--- src/rtl/base_aquiesce_if.sv ---
// base_aquiesce_if: request/response handshake bundle for base_aquiesce.
//   i_v/i_r  : upstream request valid / ready
//   o_v/o_r  : downstream request valid / ready
//   cmpl_v   : completion strobe from the downstream engine
// master: the environment (drives i_v, o_r, cmpl_v).
// slave : the gate itself (drives i_r, o_v).
interface base_aquiesce_if;
  logic i_v;
  logic i_r;
  logic o_v;
  logic o_r;
  logic cmpl_v;

  modport master (
    output i_v,
    output o_r,
    output cmpl_v,
    input  i_r,
    input  o_v
  );

  modport slave (
    input  i_v,
    input  o_r,
    input  cmpl_v,
    output i_r,
    output o_v
  );
endinterface

--- src/rtl/base_aquiesce.sv ---
// base_aquiesce: valid/ready flow gate with outstanding-transaction tracking
// and a quiesce handshake. Caps requests in flight at max_outst; on
// quiesce_req it closes the gate, waits for outstanding work to complete,
// then holds quiesce_ack while idle and closed.
// Ports:
//   clk, rstn    : clock, asynchronous active-low reset
//   bus (slave)  : i_v/i_r upstream, o_v/o_r downstream, cmpl_v completions
//   quiesce_req  : level request to stop and drain
//   quiesce_ack  : registered, high while idle and closed
//   outst        : registered count of requests in flight
//   err          : registered, sticky completion-underflow flag
module base_aquiesce #(
  parameter int unsigned cnt_width = 8,
  parameter int unsigned max_outst = 255
) (
  input  logic                 clk,
  input  logic                 rstn,
  base_aquiesce_if.slave       bus,
  input  logic                 quiesce_req,
  output logic                 quiesce_ack,
  output logic [cnt_width-1:0] outst,
  output logic                 err
);

  localparam logic [cnt_width-1:0] MAX_C = cnt_width'(max_outst);

  typedef enum logic [1:0] {
    CLOSED   = 2'd0,
    RUN      = 2'd1,
    DRAIN    = 2'd2,
    QUIESCED = 2'd3
  } state_t;

  state_t               state_q, state_d;
  logic [cnt_width-1:0] outst_q, outst_d;
  logic                 err_q, err_d;
  logic                 ack_q, ack_d;
  logic                 en;
  logic                 issue;

  always_comb begin
    // Gate is a pure function of registered state plus the live request,
    // so quiesce_req closes it within the same cycle.
    en       = (state_q == RUN) & ~quiesce_req & (outst_q < MAX_C);
    bus.i_r  = en & bus.o_r;
    bus.o_v  = en & bus.i_v;
    issue    = en & bus.i_v & bus.o_r;

    outst_d  = outst_q;
    err_d    = err_q;
    if (issue && !bus.cmpl_v) begin
      outst_d = outst_q + 1'b1;
    end else if (!issue && bus.cmpl_v) begin
      if (outst_q == '0) begin
        err_d = 1'b1;
      end else begin
        outst_d = outst_q - 1'b1;
      end
    end

    state_d = state_q;
    unique case (state_q)
      CLOSED:   state_d = quiesce_req ? DRAIN : RUN;
      RUN:      if (quiesce_req) state_d = (outst_d == '0) ? QUIESCED : DRAIN;
      DRAIN: begin
        if (!quiesce_req)          state_d = RUN;
        else if (outst_d == '0)    state_d = QUIESCED;
      end
      QUIESCED: if (!quiesce_req) state_d = RUN;
      default:  state_d = CLOSED;
    endcase

    ack_d = (state_d == QUIESCED);
  end

  always_ff @(posedge clk or negedge rstn) begin
    if (!rstn) begin
      state_q <= CLOSED;
      outst_q <= '0;
      err_q   <= 1'b0;
      ack_q   <= 1'b0;
    end else begin
      state_q <= state_d;
      outst_q <= outst_d;
      err_q   <= err_d;
      ack_q   <= ack_d;
    end
  end

  assign quiesce_ack = ack_q;
  assign outst       = outst_q;
  assign err         = err_q;

endmodule

--- src/flat_wrapper.sv ---
// flat-port wrapper written by rule: the top's interface ports become plain ports
module base_aquiesce_flat 
#(
  parameter int unsigned cnt_width = 8,
  parameter int unsigned max_outst = 255
)
  (clk, rstn, quiesce_req, quiesce_ack, outst, err, bus_i_v, bus_o_r, bus_cmpl_v, bus_i_r, bus_o_v);
  base_aquiesce_if bus_i ();
  input  logic clk;
  input  logic rstn;
  input  logic quiesce_req;
  output logic quiesce_ack;
  output logic [cnt_width-1:0] outst;
  output logic err;
  input wire logic [$bits(bus_i.i_v)-1:0] bus_i_v;
  input wire logic [$bits(bus_i.o_r)-1:0] bus_o_r;
  input wire logic [$bits(bus_i.cmpl_v)-1:0] bus_cmpl_v;
  output wire logic [$bits(bus_i.i_r)-1:0] bus_i_r;
  output wire logic [$bits(bus_i.o_v)-1:0] bus_o_v;
  assign bus_i.i_v = bus_i_v;
  assign bus_i.o_r = bus_o_r;
  assign bus_i.cmpl_v = bus_cmpl_v;
  assign bus_i_r = bus_i.i_r;
  assign bus_o_v = bus_i.o_v;
  base_aquiesce #(.cnt_width(cnt_width), .max_outst(max_outst)) u_core (.clk(clk), .rstn(rstn), .bus(bus_i), .quiesce_req(quiesce_req), .quiesce_ack(quiesce_ack), .outst(outst), .err(err));
endmodule
--- config.mk ---
export PLATFORM = sky130hd
export DESIGN_NAME = base_aquiesce_flat
export DESIGN_NICKNAME = d
export VERILOG_FILES = /design/src/rtl/base_aquiesce_if.sv /design/src/rtl/base_aquiesce.sv /design/src/flat_wrapper.sv
export SDC_FILE = /design/constraint.sdc
export NUM_CORES = 1
export LEC_CHECK = 0
export CAP_MARGIN = 0
export CORE_ASPECT_RATIO = 1.25
export CORE_MARGIN = 2
export CORE_UTILIZATION = 50
export DETAILED_ROUTE_END_ITERATION = 6
export PLACE_DENSITY = 0.85
export SYNTH_ARGS = -nofsm -noshare
export SYNTH_HDL_FRONTEND = slang
export SYNTH_SLANG_ARGS = --single-unit
export TNS_END_PERCENT = 5
--- constraint.sdc ---
create_clock -name clk -period 3.37 [get_ports clk]
set_clock_uncertainty 0.15 [all_clocks]
set_input_delay 0.674 -clock clk [delete_from_list [all_inputs] [get_ports clk]]
set_output_delay 0.674 -clock clk [all_outputs]
set_load 0.005 [all_outputs]
Yosys cells after proc, flatten, opt, wreduce, memory -nomap -nowiden
Index checks and enable logic that the tools add are counted.
Widths: inputs -> output; s select.

storage, ports and cells
  register bits = 12
  output and inout bits = 12
  logic and storage cells = 36

cells by class
  add/subtract/negate cells = 2
  order comparisons = 1
  equal/unequal tests = 4
  muxes and demuxes = 10
  bitwise logic cells = 7
  reductions and logical operators = 8

operator list
  kind                 number
  $mux 8               3
  $logic_not 8->1      2
  $mux 2               5
  $add 8x1->8 const B  1
  $lt 8x8->1 const B   1
  $pmux 2 s4           1
  $sub 8x1->8 const B  1
  $eq 2x2->1 const B   3
  $and 1x1->1          5
  $reduce_and 3->1     1
  $eq 2x1->1 const B   1
  $logic_and 1x1->1    2
  $logic_not 1->1      2
  $logic_not 2->1      1
  $not 1->1            2
  $mux 1               1

Logic depth before layout (Yosys ltp)
Gate-level depths: netlist (run 1).

  depth after elaboration = 14
  gate-level depth with buffers = 10
  gate-level depth less buffers = 10

Worst setup path before layout (run 1)
Ideal clock, no wire load.

  path type = in2reg
  start point = in bus_o_r
  end point = reg u_core.ack_q, in the netlist u_core.quiesce_ack
  setup time = 80 ps
  data arrival time = 2329 ps
  required time = 3140 ps
  path slack = 811 ps
  cell stages on the path = 8
  path through = nand3b_1 nor3_4 or4b_1 o21a_1 a21o_1 nor4_4 a31oi_1 nor3b_2

between the ends
  longest elaborated chain between the ends = 10

ends and longest elaborated chain
  item                              RTL line                                  RTL
  start, declared                   flat_wrapper.sv:16                        input wire logic [$bits(bus_i.o_r)-1:0] bus_o_r;
  $and 1x1->1 (*)                   base_aquiesce.sv:47                       issue = en & bus.i_v & bus.o_r;
  $logic_not 1->1                   base_aquiesce.sv:53                       end else if (!issue && bus.cmpl_v) begin
  $logic_and 1x1->1                 base_aquiesce.sv:53
  $mux 8                            base_aquiesce.sv:53
  $mux 8 (*)                        base_aquiesce.sv:51                       if (issue && !bus.cmpl_v) begin
  net u_core.outst_d[5]             base_aquiesce.sv:35                       logic [cnt_width-1:0] outst_q, outst_d;
  $logic_not 8->1 (*)               base_aquiesce.sv:64, base_aquiesce.sv:67
  $mux 2 or $mux 1 (tied branches)  base_aquiesce.sv:67, base_aquiesce.sv:64
  $mux 2 (on tied branches)         base_aquiesce.sv:66, base_aquiesce.sv:64
  $pmux 2 s4 (*)                    base_aquiesce.sv:62                       unique case (state_q)
  $eq 2x2->1 (*)                    base_aquiesce.sv:73                       ack_d = (state_d == QUIESCED);
  net u_core.ack_d                  base_aquiesce.sv:37                       logic ack_q, ack_d;
  end signal, assigned              base_aquiesce.sv:86                       ack_q <= ack_d;
  end, declared                     base_aquiesce.sv:37

Mark *: on every way through the listed nets, which the timed path passes. The rest lies on a longest branch.
A chain may end at the register's enable or synchronous reset.

Worst setup path in the final report (run 1)
  start point = reg u_core.outst_q[0], in the netlist u_core.outst[0]
  end point = out bus_o_v

between the ends
  longest elaborated chain between the ends = 3

ends and longest elaborated chain
  item                    RTL line             RTL
  start, declared         base_aquiesce.sv:35
  start signal, assigned  base_aquiesce.sv:84  outst_q <= outst_d;
  $lt 8x8->1              base_aquiesce.sv:44  en = (state_q == RUN) & ~quiesce_req & (outst_q < MAX_C);
  $and 1x1->1             base_aquiesce.sv:44
  $and 1x1->1             base_aquiesce.sv:46  bus.o_v = en & bus.i_v;
  end, declared           flat_wrapper.sv:19   output wire logic [$bits(bus_i.o_v)-1:0] bus_o_v;

Every way passes these cells.

==> run summary, run 1 <==
status - finished clean
Setup TNS - 0 ns
Area Overhead vs Synth - 23.4%
WP data arrival - 2.25 ns
# setup viols final - 0
HPWL Detailed - 1660 um
sequential element share of the synthesized area - 0.334
post-synth top area share - 0.334
RePlAce Congestion - 0.841
Slew @ Worst Pin - 0.579 ns
Slew headroom - 0.613
largest net degree at the start of global routing - 13
critical path class - reg -> out
die height - 51.4 um
CP required - 2.55 ns
Port Buf Inserts - 17
layout cells sized above 1 - 0.164
Worst Path Buf+Inv - 1
Post-Syn Instances - 98
YS warnings - 0
final-layout fill cell count - 140
ys flop type - dfrtp_1
Ant. Diodes - 0
clock sink total - 12
count of cell types in the netlist - 44
CTS Root Buffer Type - clkbuf_4
worst-skew pair later-pin latency - 0.29 ns
starting density of the core - 0.521
worst-path cell chain - ha_1 -> and3_1 -> and2_4 -> nor4b_1 -> clkdlybuf4s50_1
post-layout min period - 3.07 ns
post-CTS setup buffer count - 0
post-CTS resize count - 0
RSZ-0062 raised after global routing - no
Final nets - 125
vias post-DR - 865
initial antenna violation count - 0
pwr/cell area - 750 nW/um^2
Max VDD drop - 514 uV
H-tree levels - 1
Post-Syn Area - 898 um^2
WL/cell - 16.9 um
std cell rows - 17
Synth area leader - dfrtp_1
max-cap violation count - 0
Core Area - 1720 um^2
Pleak - 0.409 nW
final instance area - 1110 um^2
CTS Buf Count - 3
vias in the first global route - 841
Top delay family on crit path - simple AND/OR/NAND/NOR gates
max-slew violations - 0
Fin. Hold Viols - 0
crit path launch type - flip-flop
initial drt markers - 16
HP Class - reg -> reg
clk buf depth - 2
period utilization - 0.911
Synth Register Bits - 12
Slowest-stage cell, CP - clkdlybuf4s50_1
f_max - 0.326 GHz
Max stage delay on crit path - 0.55 ns
Avg Inst Size Synth - 9.17 um^2
DP Area - 1070 um^2
DR vias/cell - 6.41
hold buffers post-CTS - 0
Mapped Nets - 106
top cells by area, synth - dfrtp_1 (33%), nand2_1 (4.2%), a21oi_1 (3.9%)
Crit. End Element - primary output
CTS tree - yes
final wirelength - 2290 um
Post-synth EDFFs - 0
drt pass-1 iters - 4
Post-synth ARST share - 1.00
Die Area - 2150 um^2
clk slew on worst S/H paths - 0.09 ns
grt total ovfl - 0
DRT antenna net count - 0
drt drc - 0
num ports - 18
DIE WIDTH - 41.9 um
first-pass GRT wire length - 3950 um
GRT Total Usage - 0.241
maximum fanout along the worst path - 8
[logic make-up (layout without fill, tap and decap cells)]
logic type | count (synthesis) | after routing | share of synthesized area
compound gates | 30 | 30 | 0.233
xor+xnor | 2 | 2 | 0.0195
simple gates | 43 | 43 | 0.330
fa+ha+maj | 2 | 2 | 0.0279
buf+inv | 9 | 27 | 0.0557
flops | 12 | 12 | 0.334
[cells in the final DEF (no fill, tap or decap), types with 2 or more instances in the layout]
| master | count |
|---|---|
| a211oi_1 | 2 |
| a21oi_1 | 7 |
| a31oi_1 | 4 |
| buf_4 | 2 |
| clkbuf_4 | 3 |
| clkdlybuf4s50_1 | 17 |
| dfrtp_1 | 12 |
| ha_1 | 2 |
| inv_1 | 4 |
| nand2_1 | 10 |
| nand3_1 | 6 |
| nand4_1 | 2 |
| nor2_1 | 5 |
| nor3_1 | 3 |
| nor4b_1 | 2 |
| o211ai_1 | 2 |
| o21a_1 | 2 |
| o21ai_1 | 3 |
| xnor2_1 | 2 |
[metal layers]
metal / share of wire / GRT usage
met4: 0.023 / 0.108
met2: 0.52 / 0.414
met3: 0.036 / 0.0424
met5: 0 / 0
met1: 0.42 / 0.293
[metrics by stage]
step           instances  hold WS [ns]  power, mW  setup WS, ns   util
6_report             135         0.343      0.831         0.298  0.643
3_3_place_gp         131         0.311      0.692         0.307  0.622
2_1_floorplan         98         0.228      0.546         0.811      -
4_1_cts              135         0.336      0.825         0.276  0.643
5_1_grt              135         0.364      0.886         0.178  0.643
3_5_place_dp         131         0.308      0.703         0.208  0.622
[worst reg2reg max path: cells and delay by family (launching register included)]
family	cells	cell delay, ns
compound gates	3	0.52
simple gates	5	1.25
flops	1	0.48
fa+ha+maj	1	0.21
buf+inv	1	0.11
[power breakdown]
part           total, mW  switching [mW]  internal (mW)  leakage (nW)
clock network      0.122          0.0561         0.0658        0.0210
registers          0.302           0.106          0.196         0.145
logic              0.407           0.204          0.203         0.243
[final timing paths]
path / startpoint / end / slack, ns / cells past startpoint
worst max-delay path: u_core.outst[0] / bus_o_v / 0.30 / 5
worst min-delay path: u_core.err / u_core.err / 0.34 / 1
worst max register to register: u_core.outst[0] / u_core.quiesce_ack / 0.57 / 10
worst min register to register: u_core.err / u_core.err / 0.34 / 1
max in group asynchronous: rstn / u_core.state_q[1] / 2.09 / 1
min in group asynchronous: rstn / u_core.outst[2] / 0.60 / 1
[cells in the mapped netlist (2+ instances only)]
cell	number
o21a_1	2
inv_1	4
ha_1	2
a31oi_1	4
xnor2_1	2
a211oi_1	2
nor2_1	5
a21oi_1	7
dfrtp_1	12
o211ai_1	2
clkbuf_1	2
nand4_1	2
nand3_1	6
nand2_1	10
nor4b_1	2
o21ai_1	3
buf_6	2
nor3_1	3
[layout make-up]
cell class                      instances  area (um^2)  share of cell area
Multi-Input combinational cell         77          548               0.494
Sequential cell                        12          300               0.271
Timing Repair Buffer                   19          185               0.167
Clock buffer                            4         36.3              0.0327
Tap cell                               19         23.8              0.0214
Inverter                                4         15.0              0.0135
[state kept, by name, indices dropped and copies added (netlist names)]
signal	flops
u_core.outst	8
u_core.state_q	2
u_core.err	1
u_core.quiesce_ack	1
Power figures use the tool's default switching activity.
==> run 2: changes to the inputs <==
CELL_PAD_IN_SITES_DETAIL_PLACEMENT = 0   (was not set)
CELL_PAD_IN_SITES_GLOBAL_PLACEMENT = 1   (was not set)
CORE_UTILIZATION = 38   (was 50)
==> run summary, run 2 (synthesis results as in run 1) <==
status - finished clean
Final nets - 125 (unchanged)
post-CTS resize count - 0 (unchanged)
DR vias/cell - 5.93 (-7.4%)
H-tree levels - 1 (unchanged)
critical path class - reg -> out
RePlAce Congestion - 0.861 (+2.5%)
HP Class - reg -> reg
Setup TNS - 0 ns (unchanged)
maximum fanout along the worst path - 8 (unchanged)
WP data arrival - 2.28 ns (+0.03 ns)
crit path capture - bus_o_v
switching share of power - 0.445 (+0.00383)
storage element area - 300 um^2 (unchanged)
clock sink total - 12 (unchanged)
placed insts - 143 (+9.2%)
logic gate share of total power - 0.504 (+0.014)
layout cells sized above 1 - 0.157 (-0.00727)
Pleak - 0.402 nW (-1.8%)
Non-Filler Instances - 146 (+8.1%)
most common cell after layout, fill and taps aside - clkdlybuf4s50_1
starting density of the core - 0.406 (-0.115)
CTS Root Buffer Type - clkbuf_4
DIE WIDTH - 47.5 um (+13%)
f_max - 0.322 GHz (-1.0%)
Net Sw Power - 0.353 mW (-3.8%)
Core Area - 2210 um^2 (+28%)
max-slew violations - 0 (unchanged)
first-pass GRT wire length - 3740 um (-5.4%)
multi-input combinational cell area - 548 um^2 (unchanged)
drt pass-1 iters - 4 (unchanged)
clk slew on worst S/H paths - 0.06 ns (-0.03 ns)
largest net degree at the start of global routing - 13 (unchanged)
final-layout fill cell count - 208 (+49%)
CTS Buf Count - 3 (unchanged)
post-CTS setup buffer count - 0 (unchanged)
Critical path origin - u_core.outst[0]
R2R Path End - u_core.quiesce_ack
FF-to-FF setup slack - 0.55 ns (-0.02 ns)
worst-path cell chain - ha_1 -> and3_1 -> and2_4 -> nor4b_1 -> clkdlybuf4s50_1
Max stage delay on crit path - 0.57 ns (+0.02 ns)
Reg power frac - 0.387 (+0.024)
worst-skew pair later-pin latency - 0.27 ns (-0.02 ns)
Setup WS post-layout - 0.267 ns (-0.0315 ns)
Port Buf Inserts - 17 (unchanged)
Slowest-stage cell, CP - clkdlybuf4s50_1
hold buffers post-CTS - 0 (unchanged)
WL/cell - 15.6 um (-7.9%)
CP required - 2.55 ns (about the same)
std cell rows - 19 (+2)
final wirelength - 2280 um (-0.39%)
Crit. End Element - primary output
Finished Core Util - 0.502 (-0.141)
grt total ovfl - 0 (unchanged)
clk buf depth - 2 (unchanged)
num ports - 18 (unchanged)
reg2reg start - u_core.outst[0]
vias in the first global route - 821 (-2.4%)
Ant. Diodes - 0 (unchanged)
Worst R2R Path Depth - 10 (unchanged)
period utilization - 0.921 (+0.00934)
max-cap violation count - 0 (unchanged)
post-layout min period - 3.10 ns (+0.0315 ns)
DRT antenna net count - 0 (unchanged)
Slew headroom - 0.604 (-0.00830)
GRT Total Usage - 0.185 (-0.0560)
Fin. Hold Viols - 0 (unchanged)
HPWL Detailed - 1650 um (-0.44%)
RSZ-0062 raised after global routing - no
# setup viols final - 0 (unchanged)
Area Overhead vs Synth - 23.5%
most frequent cells in the layout - clkdlybuf4s50_1 (17), dfrtp_1 (12), nand2_1 (10)
Die Area - 2770 um^2 (+29%)
Worst Hold Depth - 1 (unchanged)
max reg flops - 8 (unchanged)
CTS tree - yes
pre-CTS setup slack - 0.225 ns (+0.0166 ns)
P_int - 0.440 mW (-5.2%)
drt drc - 0 (unchanged)
clock power share - 0.109 (-0.038)
initial drt markers - 23 (+7)
Slew @ Worst Pin - 0.591 ns (+0.0124 ns)
initial antenna violation count - 0 (unchanged)
crit path launch type - flip-flop
Pwr Total - 0.793 mW (-4.6%)
vias post-DR - 866 (+0.12%)
Max VDD drop - 395 uV (-23%)
die height - 58.4 um (+14%)
pwr/cell area - 715 nW/um^2 (-4.7%)
[run 2: cell types whose count changed in the layout (fill, tap and decap cells not counted)]
cell / before / now
clkbuf_8: 1 / 0
[run 2: per-layer routing]
metal	GRT usage	wire, um	vias up
met1	0.262	1030	408
li1	-	-	414
met4	0.0714	28	0
met3	0.0276	145	4
met2	0.280	1080	40
met5	0	0	-
[run 2: per-stage QoR]
stage	instance area, um^2	hold slack, ns
after detailed placement	1090	0.316
final	1110	0.327
after global placement	1090	0.323
after CTS	1110	0.336
after floorplan	898	0.228
after global routing	1110	0.368
[run 2: layout make-up]
type / instances / area share
Multi-Input combinational cell: 77 / 0.494
Sequential cell: 12 / 0.271
Timing Repair Buffer: 19 / 0.167
Tap cell: 31 / 0.0349
Clock buffer: 3 / 0.0203
Inverter: 4 / 0.0135
[run 2: worst min path at each step]
stage               slack (ns)         end        from
global placement          0.32  u_core.err  u_core.err
CTS                       0.34  u_core.err  u_core.err
finish                    0.33  u_core.err  u_core.err
floorplan                 0.23  u_core.err        rstn
global route              0.37  u_core.err  u_core.err
detailed placement        0.32  u_core.err  u_core.err
[run 2: critical path, delay by kind of cell, from the launching register on]
| kind | cells | cell delay (ns) |
|---|---|---|
| buffers and inverters | 1 | 0.57 |
| DFF | 1 | 0.48 |
| adders and majority gates | 1 | 0.29 |
| and+or+nand+nor | 3 | 0.68 |
[run 2: power by group through the flow]
stage / combinational [mW] / clock (mW) / sequential (mW)
5_1_grt: 0.439 / 0.0948 / 0.320
2_1_floorplan: 0.282 / 0 / 0.264
3_5_place_dp: 0.396 / 0 / 0.304
4_1_cts: 0.399 / 0.0883 / 0.303
3_3_place_gp: 0.399 / 0 / 0.305
6_report: 0.399 / 0.0866 / 0.307
==> run 3: changes to the inputs <==
CORE_UTILIZATION = 30   (was 38)
PLACE_DENSITY = 0.71   (was 0.85)
clock period = 3.45 ns   (was 3.37 ns; I/O delays follow)
==> run summary, run 3 (synthesis results as in run 1) <==
max-cap violation count - 0 (unchanged)
# setup viols final - 0 (unchanged)
WL/cell - 15.4 um (-1.3%)
DR vias/cell - 5.40 (-9.0%)
largest net degree at the start of global routing - 13 (unchanged)
Die Area - 3450 um^2 (+25%)
critical path class - reg -> out
DIE WIDTH - 52.9 um (+11%)
status - finished clean
most frequent cells in the layout - clkdlybuf4s50_1 (17), dfrtp_1 (12), nand2_1 (10)
Reg power frac - 0.369 (-0.018)
H-tree levels - 1 (unchanged)
CTS tree - yes
layout cells sized above 1 - 0.157 (unchanged)
max-slew violations - 0 (unchanged)
WHS - 0.335 ns (+0.00763 ns)
pwr/cell area - 714 nW/um^2 (about the same)
worst-skew pair later-pin latency - 0.29 ns (+0.02 ns)
switching share of power - 0.435 (-0.0104)
die height - 65.2 um (+12%)
DRT antenna net count - 0 (unchanged)
post-CTS resize count - 0 (unchanged)
CTS Root Buffer Type - clkbuf_4
Setup TNS - 0 ns (unchanged)
Slew headroom - 0.621 (+0.0163)
initial antenna violation count - 0 (unchanged)
starting density of the core - 0.311 (-0.0955)
initial drt markers - 19 (-17%)
Fin. Hold Viols - 0 (unchanged)
clk slew on worst S/H paths - 0.08 ns (+0.02 ns)
drt drc - 0 (unchanged)
RSZ-0062 raised after global routing - no
period utilization - 0.903
max reg flops - 8 (unchanged)
Slew @ Worst Pin - 0.567 ns (-0.0243 ns)
HP Class - reg -> reg
Net Sw Power - 0.349 mW (-1.3%)
std cell rows - 22 (+3)
Port Buf Inserts - 17 (unchanged)
clock power share - 0.148 (+0.039)
grt total ovfl - 0 (unchanged)
CTS Buf Count - 3 (unchanged)
WP data arrival - 2.28 ns (about the same)
vias post-DR - 815 (-5.9%)
most common cell after layout, fill and taps aside - clkdlybuf4s50_1
post-layout min period - 3.12 ns
CP required - 2.61 ns (+0.06 ns)
P_int - 0.453 mW (+3.0%)
Max VDD drop - 396 uV (+0.38%)
GRT Total Usage - 0.159 (-0.0268)
first-pass GRT wire length - 4050 um (+8.3%)
f_max - 0.321 GHz
RePlAce Congestion - 0.830 (-3.6%)
crit path launch type - flip-flop
post-CTS setup buffer count - 0 (unchanged)
vias in the first global route - 882 (+7.4%)
drt pass-1 iters - 4 (unchanged)
worst-path cell chain - ha_1 -> and3_1 -> and2_4 -> nor4b_1 -> clkdlybuf4s50_1
clock sink total - 12 (unchanged)
hold buffers post-CTS - 0 (unchanged)
clk buf depth - 2 (unchanged)
num ports - 18 (unchanged)
Ant. Diodes - 0 (unchanged)
HPWL Detailed - 1860 um (+13%)
Crit. End Element - primary output
Max stage delay on crit path - 0.55 ns (-0.02 ns)
logic gate share of total power - 0.483 (-0.021)
maximum fanout along the worst path - 8 (unchanged)
Area Overhead vs Synth - 24.9%
final wirelength - 2330 um (+2.1%)
Pleak - 0.404 nW (+0.44%)
Slowest-stage cell, CP - clkdlybuf4s50_1
Core Area - 2890 um^2 (+31%)
Final nets - 124 (-0.80%)
[run 3: changes by cell type in the layout (fill, tap and decap cells not counted)]
| cell | change |
|---|---|
| clkbuf_8 | +1 |
| buf_4 | -1 |
[run 3: routing by layer]
| metal | track usage | up-vias | routed length (um) |
|---|---|---|---|
| met5 | 0 | - | 0 |
| met2 | 0.255 | 18 | 1220 |
| li1 | - | 407 | - |
| met4 | 0.0994 | 0 | 78 |
| met1 | 0.198 | 381 | 977 |
| met3 | 0.0182 | 9 | 47 |
[run 3: critical path: cells and delay by family (launching register included)]
kind	cells	cell delay [ns]
fa+ha+maj	1	0.28
buf+inv	1	0.55
simple gates	3	0.66
flops	1	0.49
[run 3: layout make-up]
| class | instances | area (um^2) |
|---|---|---|
| sequential | 12 | 300 |
| tap | 36 | 45.0 |
| inverter | 4 | 15.0 |
| multi-input combinational | 77 | 548 |
| clock buffer | 4 | 36.3 |
| timing repair buffer | 18 | 178 |
| fill | 305 | 1770 |
[run 3: per-stage QoR]
stage | area (um^2) | setup slack, ns | utilization | cells | total power, mW
finish | 1120 | 0.333 | 0.388 | 151 | 0.802
detailed placement | 1090 | 0.146 | 0.376 | 147 | 0.687
global placement | 1090 | 0.287 | 0.376 | 147 | 0.684
global route | 1120 | 0.208 | 0.388 | 151 | 0.869
CTS | 1120 | 0.307 | 0.388 | 151 | 0.811
floorplan | 898 | 0.875 | - | 98 | 0.534
[run 3: final timing paths]
check | startpoint | end | slack, ns | cells past startpoint
max | u_core.outst[0] | bus_o_v | 0.33 | 5
min | u_core.err | u_core.err | 0.33 | 1
max reg2reg | u_core.outst[0] | u_core.quiesce_ack | 0.64 | 10
min reg2reg | u_core.err | u_core.err | 0.33 | 1
max in group asynchronous | rstn | u_core.quiesce_ack | 2.17 | 1
min in group asynchronous | rstn | u_core.outst[3] | 0.61 | 1
[run 3: power by group through the flow]
stage          clock (mW)  combinational (mW)  sequential [mW]
3_3_place_gp            0               0.389            0.295
3_5_place_dp            0               0.388            0.299
4_1_cts             0.122               0.391            0.298
2_1_floorplan           0               0.276            0.258
5_1_grt             0.126               0.432            0.311
6_report            0.118               0.387            0.296
